**src/rtl/divider_arbiter_pkg.sv**
```systemverilog
// Shared types for the divider arbiter: FSM states and the tagged response payload.
package divider_arbiter_pkg;

  localparam int unsigned DEF_DATA_WIDTH = 16;
  localparam int unsigned DEF_NUM_REQ    = 4;
  localparam int unsigned DEF_ID_WIDTH   = $clog2(DEF_NUM_REQ);

  typedef enum logic [2:0] {
    ST_IDLE,
    ST_START,
    ST_WAIT,
    ST_CAPTURE,
    ST_RESPOND
  } state_e;

  // Response payload, sized for the default configuration.
  typedef struct packed {
    logic [DEF_ID_WIDTH-1:0]   id;
    logic [DEF_DATA_WIDTH-1:0] quotient;
    logic [DEF_DATA_WIDTH-1:0] remainder;
    logic                      div_by_zero;
  } resp_t;

endpackage

```
**src/rtl/divider_arbiter_divider.sv**
```systemverilog
// Unsigned non-restoring divider: DATA_WIDTH iterations, then one remainder-restore cycle.
module non_restoring_divider #(
  parameter int unsigned DATA_WIDTH = 16
) (
  input  logic                  clk_i,
  input  logic                  rst_n_i,
  input  logic                  clk_en_i,
  input  logic                  data_valid_i,
  input  logic [DATA_WIDTH-1:0] dividend_i,
  input  logic [DATA_WIDTH-1:0] divisor_i,
  output logic                  data_valid_o,
  output logic [DATA_WIDTH-1:0] quotient_o,
  output logic [DATA_WIDTH-1:0] remainder_o,
  output logic                  divide_by_zero_o
);

  localparam int unsigned CNT_WIDTH = $clog2(DATA_WIDTH) + 1;

  logic [DATA_WIDTH:0]   acc_q, acc_shift, acc_next, div_ext;
  logic [DATA_WIDTH-1:0] quo_q, div_q;
  logic [CNT_WIDTH-1:0]  cnt_q;
  logic                  run_q, restore_q, valid_q, dbz_q;

  assign div_ext   = {1'b0, div_q};
  assign acc_shift = {acc_q[DATA_WIDTH-1:0], quo_q[DATA_WIDTH-1]};
  assign acc_next  = acc_q[DATA_WIDTH] ? acc_shift + div_ext : acc_shift - div_ext;

  // Quotient is final with data_valid_o; the remainder is restored on the following edge.
  always_ff @(posedge clk_i or negedge rst_n_i) begin
    if (!rst_n_i) begin
      acc_q     <= '0;
      quo_q     <= '0;
      div_q     <= '0;
      cnt_q     <= '0;
      run_q     <= 1'b0;
      restore_q <= 1'b0;
      valid_q   <= 1'b0;
      dbz_q     <= 1'b0;
    end else if (clk_en_i) begin
      valid_q   <= 1'b0;
      restore_q <= 1'b0;
      if (run_q) begin
        acc_q <= acc_next;
        quo_q <= {quo_q[DATA_WIDTH-2:0], ~acc_next[DATA_WIDTH]};
        cnt_q <= cnt_q - CNT_WIDTH'(1);
        if (cnt_q == CNT_WIDTH'(1)) begin
          run_q     <= 1'b0;
          valid_q   <= 1'b1;
          restore_q <= 1'b1;
        end
      end else if (restore_q) begin
        if (acc_q[DATA_WIDTH]) acc_q <= acc_q + div_ext;
      end else if (data_valid_i) begin
        acc_q <= '0;
        quo_q <= dividend_i;
        div_q <= divisor_i;
        cnt_q <= CNT_WIDTH'(DATA_WIDTH);
        run_q <= 1'b1;
        dbz_q <= (divisor_i == '0);
      end
    end
  end

  assign data_valid_o     = valid_q;
  assign quotient_o       = quo_q;
  assign remainder_o      = acc_q[DATA_WIDTH-1:0];
  assign divide_by_zero_o = dbz_q;

endmodule

```
**src/rtl/divider_arbiter.sv**
```systemverilog
// Round-robin front end sharing one non-restoring divider between NUM_REQ clients,
// with zero-divisor and dividend<divisor answered directly from IDLE.
module divider_arbiter
  import divider_arbiter_pkg::*;
#(
  parameter int unsigned DATA_WIDTH = DEF_DATA_WIDTH,
  parameter int unsigned NUM_REQ    = DEF_NUM_REQ
) (
  input  logic                                clk_i,
  input  logic                                rst_n_i,
  input  logic                                clk_en_i,
  input  logic [NUM_REQ-1:0]                  req_valid_i,
  input  logic [NUM_REQ-1:0][DATA_WIDTH-1:0]  req_dividend_i,
  input  logic [NUM_REQ-1:0][DATA_WIDTH-1:0]  req_divisor_i,
  output logic [NUM_REQ-1:0]                  req_ready_o,
  output logic                                resp_valid_o,
  input  logic                                resp_ready_i,
  output logic [$clog2(NUM_REQ)-1:0]          resp_id_o,
  output logic [DATA_WIDTH-1:0]               quotient_o,
  output logic [DATA_WIDTH-1:0]               remainder_o,
  output logic                                div_by_zero_o,
  output logic                                busy_o
);

  localparam int unsigned ID_WIDTH = $clog2(NUM_REQ);

  state_e                state_q;
  logic [ID_WIDTH-1:0]   rr_ptr_q, grant_id, next_ptr;
  logic                  accept;
  logic [DATA_WIDTH-1:0] sel_dividend, sel_divisor, op_dividend_q, op_divisor_q;
  logic [DATA_WIDTH-1:0] div_quotient, div_remainder;
  logic                  div_start_q, div_done, div_dbz, busy_q, resp_valid_q;
  resp_t                 resp_q;

  // First valid requester at or after ptr, wrapping.
  function automatic logic [ID_WIDTH-1:0] rr_pick(input logic [NUM_REQ-1:0] valid,
                                                  input logic [ID_WIDTH-1:0] ptr);
    logic [ID_WIDTH-1:0] pick;
    logic                found;
    int unsigned         idx;
    pick  = ptr;
    found = 1'b0;
    for (int unsigned i = 0; i < NUM_REQ; i++) begin
      idx = (32'(ptr) + i) % NUM_REQ;
      if (!found && valid[ID_WIDTH'(idx)]) begin
        pick  = ID_WIDTH'(idx);
        found = 1'b1;
      end
    end
    return pick;
  endfunction

  assign grant_id     = rr_pick(req_valid_i, rr_ptr_q);
  assign accept       = (state_q == ST_IDLE) && clk_en_i && (|req_valid_i);
  assign next_ptr     = (grant_id == ID_WIDTH'(NUM_REQ - 1)) ? '0 : grant_id + ID_WIDTH'(1);
  assign sel_dividend = req_dividend_i[grant_id];
  assign sel_divisor  = req_divisor_i[grant_id];

  always_comb begin
    req_ready_o = '0;
    if (accept) req_ready_o[grant_id] = 1'b1;
  end

  non_restoring_divider #(
    .DATA_WIDTH(DATA_WIDTH)
  ) u_div (
    .clk_i            (clk_i),
    .rst_n_i          (rst_n_i),
    .clk_en_i         (clk_en_i),
    .data_valid_i     (div_start_q),
    .dividend_i       (op_dividend_q),
    .divisor_i        (op_divisor_q),
    .data_valid_o     (div_done),
    .quotient_o       (div_quotient),
    .remainder_o      (div_remainder),
    .divide_by_zero_o (div_dbz)
  );

  // Controller: accept/bypass in IDLE, sequence the divider, hold the result until taken.
  always_ff @(posedge clk_i or negedge rst_n_i) begin
    if (!rst_n_i) begin
      state_q       <= ST_IDLE;
      rr_ptr_q      <= '0;
      op_dividend_q <= '0;
      op_divisor_q  <= '0;
      div_start_q   <= 1'b0;
      busy_q        <= 1'b0;
      resp_valid_q  <= 1'b0;
      resp_q        <= '0;
    end else if (clk_en_i) begin
      case (state_q)
        ST_IDLE: begin
          if (accept) begin
            rr_ptr_q      <= next_ptr;
            op_dividend_q <= sel_dividend;
            op_divisor_q  <= sel_divisor;
            resp_q.id     <= DEF_ID_WIDTH'(grant_id);
            busy_q        <= 1'b1;
            if (sel_divisor == '0) begin
              resp_q.quotient    <= '1;
              resp_q.remainder   <= DEF_DATA_WIDTH'(sel_dividend);
              resp_q.div_by_zero <= 1'b1;
              resp_valid_q       <= 1'b1;
              state_q            <= ST_RESPOND;
            end else if (sel_dividend < sel_divisor) begin
              resp_q.quotient    <= '0;
              resp_q.remainder   <= DEF_DATA_WIDTH'(sel_dividend);
              resp_q.div_by_zero <= 1'b0;
              resp_valid_q       <= 1'b1;
              state_q            <= ST_RESPOND;
            end else begin
              resp_q.div_by_zero <= 1'b0;
              div_start_q        <= 1'b1;
              state_q            <= ST_START;
            end
          end
        end
        ST_START: begin
          div_start_q <= 1'b0;
          state_q     <= ST_WAIT;
        end
        ST_WAIT: begin
          if (div_done) state_q <= ST_CAPTURE;
        end
        ST_CAPTURE: begin
          resp_q.quotient    <= DEF_DATA_WIDTH'(div_quotient);
          resp_q.remainder   <= DEF_DATA_WIDTH'(div_remainder);
          resp_q.div_by_zero <= div_dbz;
          resp_valid_q       <= 1'b1;
          state_q            <= ST_RESPOND;
        end
        ST_RESPOND: begin
          if (resp_ready_i) begin
            resp_valid_q <= 1'b0;
            busy_q       <= 1'b0;
            state_q      <= ST_IDLE;
          end
        end
        default: state_q <= ST_IDLE;
      endcase
    end
  end

  assign resp_valid_o  = resp_valid_q;
  assign busy_o        = busy_q;
  assign resp_id_o     = ID_WIDTH'(resp_q.id);
  assign quotient_o    = DATA_WIDTH'(resp_q.quotient);
  assign remainder_o   = DATA_WIDTH'(resp_q.remainder);
  assign div_by_zero_o = resp_q.div_by_zero;

endmodule
```
**config.mk**
```make
export PLATFORM = sky130hd
export DESIGN_NAME = divider_arbiter
export DESIGN_NICKNAME = d
export VERILOG_FILES = /design/src/rtl/divider_arbiter_pkg.sv /design/src/rtl/divider_arbiter_divider.sv /design/src/rtl/divider_arbiter.sv
export SDC_FILE = /design/constraint.sdc
export NUM_CORES = 1
export LEC_CHECK = 0
export CORE_MARGIN = 1.5
export CORE_UTILIZATION = 48
export CTS_BUF_LIST = sky130_fd_sc_hd__clkbuf_4 sky130_fd_sc_hd__clkbuf_8 sky130_fd_sc_hd__clkbuf_16
export DETAILED_ROUTE_END_ITERATION = 7
export GPL_TIMING_DRIVEN = 0
export PLACE_DENSITY = 0.76
export SYNTH_ARGS = -nofsm -noshare
export SYNTH_HDL_FRONTEND = slang
export SYNTH_SLANG_ARGS = --single-unit
```
**constraint.sdc**
```tcl
create_clock -name clk_i -period 13.15 [get_ports clk_i]
set_input_delay 1.9725 -clock clk_i [delete_from_list [all_inputs] [get_ports clk_i]]
set_output_delay 1.9725 -clock clk_i [all_outputs]
set_load 0.005 [all_outputs]
```
==> flow_metrics.env, run 1 <==
export IMPL_outcome="completed"
export IMPL_power_density_nw_per_um2=287
export IMPL_numClockSinks=132
export IMPL_final_area_um2=11300
export IMPL_seq_area_um2=3300
export IMPL_yosysMostFrequentCell="dfrtp_1"
export IMPL_relSlewSlack=0.489
export IMPL_antenna_found_initial=0
export IMPL_ir_worst_vdd_uv=127
export IMPL_ctsHoldBuffers=0
export IMPL_place_area_um2=10700
export IMPL_rsz0062_at_grt="false"
export IMPL_synth_edff_count=0
export IMPL_hold_violations=0
export IMPL_crit_type="primary input to primary output"
export IMPL_report_final_setup_viol=0
export IMPL_die_w_um=137
export IMPL_synth_area_leaders="dfrtp_1 (38%), mux4_2 (8.4%), ha_1 (7.8%), nand2_1 (5.5%), o21ai_0 (2.8%)"
export IMPL_antenna_cells=0
export IMPL_io_buffers=175
export IMPL_hold_slack_ns=0.482
export IMPL_ant_nets=0
export IMPL_wl_um=26000
export IMPL_grtUsageTotal=0.288
export IMPL_fin_nets=1261
export IMPL_wl_per_cell_um=19.9
export IMPL_grt_start_max_net_pins=100
export IMPL_dpl_cell_count=1275
export IMPL_syn_area_um2=8630
export IMPL_max_freq_ghz=0.141
export IMPL_clockRootBuffer="clkbuf_16"
export IMPL_finalSetupTns_ns=0
export IMPL_cap_violations=0
export IMPL_power_total_mw=3.24
export IMPL_initial_utilization=0.495
export IMPL_ys_flop_type="dfrtp_1"
export IMPL_cp_max_fo=11
export IMPL_vias=7789
export IMPL_viasPerCell=5.96
export IMPL_grt_overflow=0
export IMPL_drtPass1Iterations=7
export IMPL_finalCritPeriodShare=0.539
export IMPL_row_count=48
export IMPL_grt_pass1_vias=7634
export IMPL_crit_path_end_kind="primary output"
export IMPL_crit_path_start_kind="primary input"
export IMPL_syn_to_final_growth_pct=31.0
export IMPL_dp_hpwl_um=20100
export IMPL_die_y_um=137
export IMPL_synth_seq_area_share=0.383
export IMPL_min_path_type="register to register"
export IMPL_ctsLongestPathBuffers=2
export IMPL_cts_tree="yes"
export IMPL_ctsResizeCount=0
export IMPL_async_reset_ff_frac=1.00
export IMPL_synth_fp_nets=1066
export IMPL_multi_input_area_um2=4950
export IMPL_yosysWarnings=0
export IMPL_worstPathArrival_ns=5.11
export IMPL_min_from="op_dividend_q[11]"
export IMPL_ys_top_cells_by_count="dfrtp_1 (132), nand2_1 (127), nor2_1 (65)"
export IMPL_clk_pin_slew_ns=0.07
export IMPL_post_route_min_period_ns=7.09
export IMPL_worst_pin_slew_ns=0.766
export IMPL_synthCells=874
export IMPL_gp_congestion=0.878
export IMPL_syn_avg_cell_area_um2=9.87
export IMPL_fillers=1402
export IMPL_cts_setup_buffers=0
export IMPL_pre_cts_slack_ns=6.00
export IMPL_h_tree_depth=4
export IMPL_reg2reg_from="rr_ptr_q[1]"
export IMPL_ios=177
export IMPL_final_util=0.649
export IMPL_ys_seq_elements=132
export IMPL_core_area_um2=17400
export IMPL_drive_above_1_share=0.106
export IMPL_dieArea_um2=18800
export IMPL_drcViolationCount=0
export IMPL_synth_top_cell_area_share=0.383
export IMPL_cp_data_required_time_ns=11.18
export IMPL_numCtsBuffers=17
export IMPL_synth_cell_types=64
export IMPL_drt_iter0_markers=630
export IMPL_yosysTopAreaCell="dfrtp_1"
export IMPL_grt_pass1_wl_um=40600
export IMPL_layout_setup_ws_ns=6.06
export IMPL_insertion_delay_ns=0.43
export IMPL_slew_viol_final=0
export IMPL_finClkSkew_ns=0.0135
export IMPL_p_leak_nw=4.90
export IMPL_layout_cells_non_filler=1307
export IMPL_crit_start="req_valid_i[2]"
[critical path, cell delays in order]
cell and delay, ns:
clkdlybuf4s50_1 0.47, nor2b_1 0.18, o21ai_1 0.13, o41a_1 0.16
buf_2 0.21, buf_1 0.49, clkbuf_1 0.56, inv_1 0.14
ha_1 0.21, and2_1 0.13, clkdlybuf4s50_1 0.44
[final cells by class]
class,instances,share of cell area
Buffer,46,0.0194
Clock buffer,17,0.0376
Clock inverter,15,0.0163
Inverter,43,0.0143
Multi-Input combinational cell,653,0.438
Sequential cell,132,0.292
Tap cell,225,0.0249
Timing Repair Buffer,176,0.158
[final timing paths]
kind	cells past startpoint	slack [ns]	to
worst min register to register	2	0.48	op_dividend_q[11]
max in group asynchronous	2	10.92	op_dividend_q[8]
worst max register to register	16	8.11	quotient_o[13]
worst max-delay path	11	6.06	req_ready_o[3]
min in group asynchronous	1	1.43	u_div.acc_q[1]
worst min-delay path	2	0.48	op_dividend_q[11]
[per-layer routing]
| layer | global-route usage | vias up | wire [um] |
|---|---|---|---|
| li1 | - | 3589 | - |
| met1 | 0.380 | 3804 | 10800 |
| met2 | 0.460 | 326 | 12500 |
| met3 | 0.0585 | 70 | 1870 |
| met4 | 0.125 | 0 | 856 |
| met5 | 0 | - | 0 |
[power by group]
part	internal, mW	switching, mW
sequential	0.605	0.194
clock	0.273	0.214
combinational	0.938	1.02
total	1.82	1.43
[kinds of logic (layout without fill, tap and decap cells)]
kind of cell | Yosys count | count (layout) | synth area share
AND/OR/NAND/NOR | 290 | 290 | 0.156
AO/OA/AOI/OAI | 204 | 204 | 0.172
flip-flops | 132 | 132 | 0.383
buffers and inverters | 89 | 297 | 0.0441
multiplexers | 61 | 61 | 0.119
adder cells (fa/ha/maj) | 56 | 56 | 0.0829
XOR/XNOR | 42 | 42 | 0.0426
[registers in the layout (all words and copies together), names as in the netlist, 2 cells and up]
name,count
op_dividend_q,16
op_divisor_q,16
quotient_o,16
remainder_o,16
resp_id_o,2
rr_ptr_q,2
state_q,3
u_div.acc_q,17
u_div.cnt_q,5
u_div.div_q,16
u_div.quotient_o,16
[cell usage in the layout (no fill, tap or decap), types with 21 or more instances in the layout]
cell	Yosys	layout
o21ai_0	49	49
inv_1	42	42
clkbuf_1	32	32
a21oi_1	30	30
xor2_1	21	21
mux4_2	32	32
ha_1	54	54
dfrtp_1	132	132
nor2_1	65	65
clkdlybuf4s50_1	0	174
xnor2_1	21	21
nand2_1	127	127
Note: power is estimated with default switching activity, not from simulation.
==> run 2, diff against run 1 <==
- clock period: 13.15 -> 7.1 ns (I/O delays scaled with it)
==> results of run 2 <==
The final DEF is identical to that of run 1. Status: completed.
Among the figures that moved: setup slack after placement 6.00 ns -> 0.861 ns; setup slack after layout 6.06 ns -> 1.31 ns; start point of the critical path req_valid_i[2] -> req_valid_i[0]; end point of the critical path req_ready_o[3] -> quotient_o[13]; register-to-register setup slack 8.11 ns -> 2.06 ns; total power 3.24 mW -> 6.01 mW; worst IR drop on VDD 127 uV -> 235 uV
==> run 3, diff against run 2 <==
- clock period: 7.1 -> 5.8 ns (I/O delays scaled with it)
==> run 3 against run 2 <==
  * Design area about the same
  * Combinational power grew 22%
  * Via count is 0.44% lower
  * Critical path type unchanged
==> flow_metrics.env, run 3 (synthesis results as in run 1) <==
export IMPL_drcViolationCount=0
export IMPL_ios=177
export IMPL_crit_type="primary input to register"
export IMPL_fillers=1403
export IMPL_power_density_nw_per_um2=651
export IMPL_layout_commonest_cell="clkdlybuf4s50_1"
export IMPL_cts_tree="yes"
export IMPL_drt_iter0_markers=718
export IMPL_ctsLongestPathBuffers=2
export IMPL_io_buffers=175
export IMPL_dp_hpwl_um=20100
export IMPL_insertion_delay_ns=0.43
export IMPL_ant_nets=0
export IMPL_ir_worst_vdd_uv=288
export IMPL_finClkSkew_ns=0.0112
export IMPL_numClockSinks=132
export IMPL_ctsHoldBuffers=0
export IMPL_finalCritPeriodShare=0.926
export IMPL_die_w_um=137
export IMPL_cp_max_fo=11
export IMPL_row_count=48
export IMPL_die_y_um=137
export IMPL_ff2ff_setup_slack_ns=0.97
export IMPL_antenna_found_initial=0
export IMPL_p_leak_nw=4.90
export IMPL_pre_cts_slack_ns=-0.244
export IMPL_report_final_setup_viol=0
export IMPL_reg2reg_from="rr_ptr_q[1]"
export IMPL_crit_path_end_kind="register"
export IMPL_viasPerCell=5.94
export IMPL_r2r_cells=16
export IMPL_post_route_min_period_ns=5.37
export IMPL_grtUsageTotal=0.288
export IMPL_wl_per_cell_um=19.9
export IMPL_initial_utilization=0.495
export IMPL_cap_violations=0
export IMPL_place_area_um2=10700
export IMPL_outcome="completed"
export IMPL_final_area_um2=11300
export IMPL_largest_reg_flops=17
export IMPL_layout_common_cells="clkdlybuf4s50_1 (174), dfrtp_1 (132), nand2_1 (127), nor2_1 (65), ha_1 (54)"
export IMPL_min_path_type="primary input to async pin"
export IMPL_h_tree_depth=4
export IMPL_grt_overflow=0
export IMPL_layout_setup_ws_ns=0.428
export IMPL_cts_setup_buffers=0
export IMPL_core_area_um2=17400
export IMPL_max_freq_ghz=0.186
export IMPL_cp_data_required_time_ns=6.11
export IMPL_grt_pass1_wl_um=40600
export IMPL_fin_nets=1260
export IMPL_antenna_cells=0
export IMPL_drtPass1Iterations=5
export IMPL_rsz0062_at_grt="false"
export IMPL_grt_start_max_net_pins=100
export IMPL_regMostFlops="u_div.acc_q"
export IMPL_clockRootBuffer="clkbuf_16"
export IMPL_relSlewSlack=0.451
export IMPL_slew_viol_final=0
export IMPL_vias=7755
export IMPL_worstPathArrival_ns=5.69
export IMPL_timing_rr_end="quotient_o[13]"
export IMPL_dieArea_um2=18800
export IMPL_crit_path_start_kind="primary input"
export IMPL_hold_violations=0
export IMPL_worst_pin_slew_ns=0.815
export IMPL_wl_um=26000
export IMPL_drive_above_1_share=0.106
export IMPL_clk_pin_slew_ns=0.06
export IMPL_numCtsBuffers=17
export IMPL_gp_congestion=0.878
export IMPL_grt_pass1_vias=7634
export IMPL_syn_to_final_growth_pct=30.9
-- run 3: changes by cell type in the layout (fill, tap and decap cells not counted), sizes merged --
cell / change
buf: -2
clkbuf: +1
-- run 3: what timing repair did --
| action | 4_1_cts | 5_1_grt |
|---|---|---|
| gates resized for setup | 0 | 3 |
| endpoints found under the hold margin | 0 | 0 |
| setup endpoints to repair | 0 | 16 |
-- run 3: how the worst max path moves through the flow --
stage                    from             end  slack [ns]  cells past startpoint
3_5_place_dp   req_valid_i[0]   quotient_o[9]       -0.24                     17
4_1_cts        req_valid_i[0]  quotient_o[13]        0.18                     17
3_3_place_gp          rst_n_i  quotient_o[10]       -1.44                      1
6_report       req_valid_i[2]  quotient_o[13]        0.43                     18
2_1_floorplan  req_valid_i[0]  quotient_o[10]        1.00                     16
5_1_grt        req_valid_i[0]   quotient_o[7]        0.19                     17
-- run 3: worst max-delay path, stage by stage --
cell and delay, ns:
clkdlybuf4s50_1 0.47, nor2b_1 0.18, o21ai_1 0.13, o41a_1 0.16
buf_2 0.21, buf_1 0.50, clkbuf_2 0.40, mux4_2 0.48
ha_1 0.36, a211o_1 0.29, a31oi_1 0.15, o21bai_1 0.10
a221oi_1 0.27, o21ai_1 0.23, or3b_1 0.42, buf_2 0.18
buf_6 0.16, o221a_2 0.13
-- run 3: where the power goes --
| part | leakage, nW | switching, mW | internal (mW) | total, mW |
|---|---|---|---|---|
| clock | 0.295 | 0.489 | 0.618 | 1.11 |
| sequential | 1.60 | 0.440 | 1.37 | 1.81 |
| combinational | 3.01 | 2.31 | 2.13 | 4.44 |
-- run 3: metrics by stage --
step,cells,hold slack (ns),total power [mW],util,TNS (ns)
3_5_place_dp,1275,0.465,6.18,0.614,-4.08
3_3_place_gp,1274,0.459,6.06,0.612,-190.11
4_1_cts,1307,0.342,7.32,0.649,0
5_1_grt,1306,0.353,7.94,0.649,0
6_report,1306,0.330,7.36,0.649,0
2_1_floorplan,874,0.438,4.89,-,0
-- run 3: per-layer routing --
layer,vias to the layer above,share of wire,GRT usage
met5,-,0,0
met4,0,0.032,0.125
met3,64,0.069,0.0585
met2,297,0.48,0.460
met1,3802,0.42,0.380
li1,3592,-,-
-- run 3: area by class of cell --
class,count,area (um2),area share
clock buffers,17,425,0.0376
plain buffers,45,218,0.0193
clock inverters,15,184,0.0163
well taps,225,282,0.0249
repair buffers,176,1780,0.158
flip-flops and latches,132,3300,0.292
multi-input cells,653,4950,0.438
inverters,43,161,0.0143
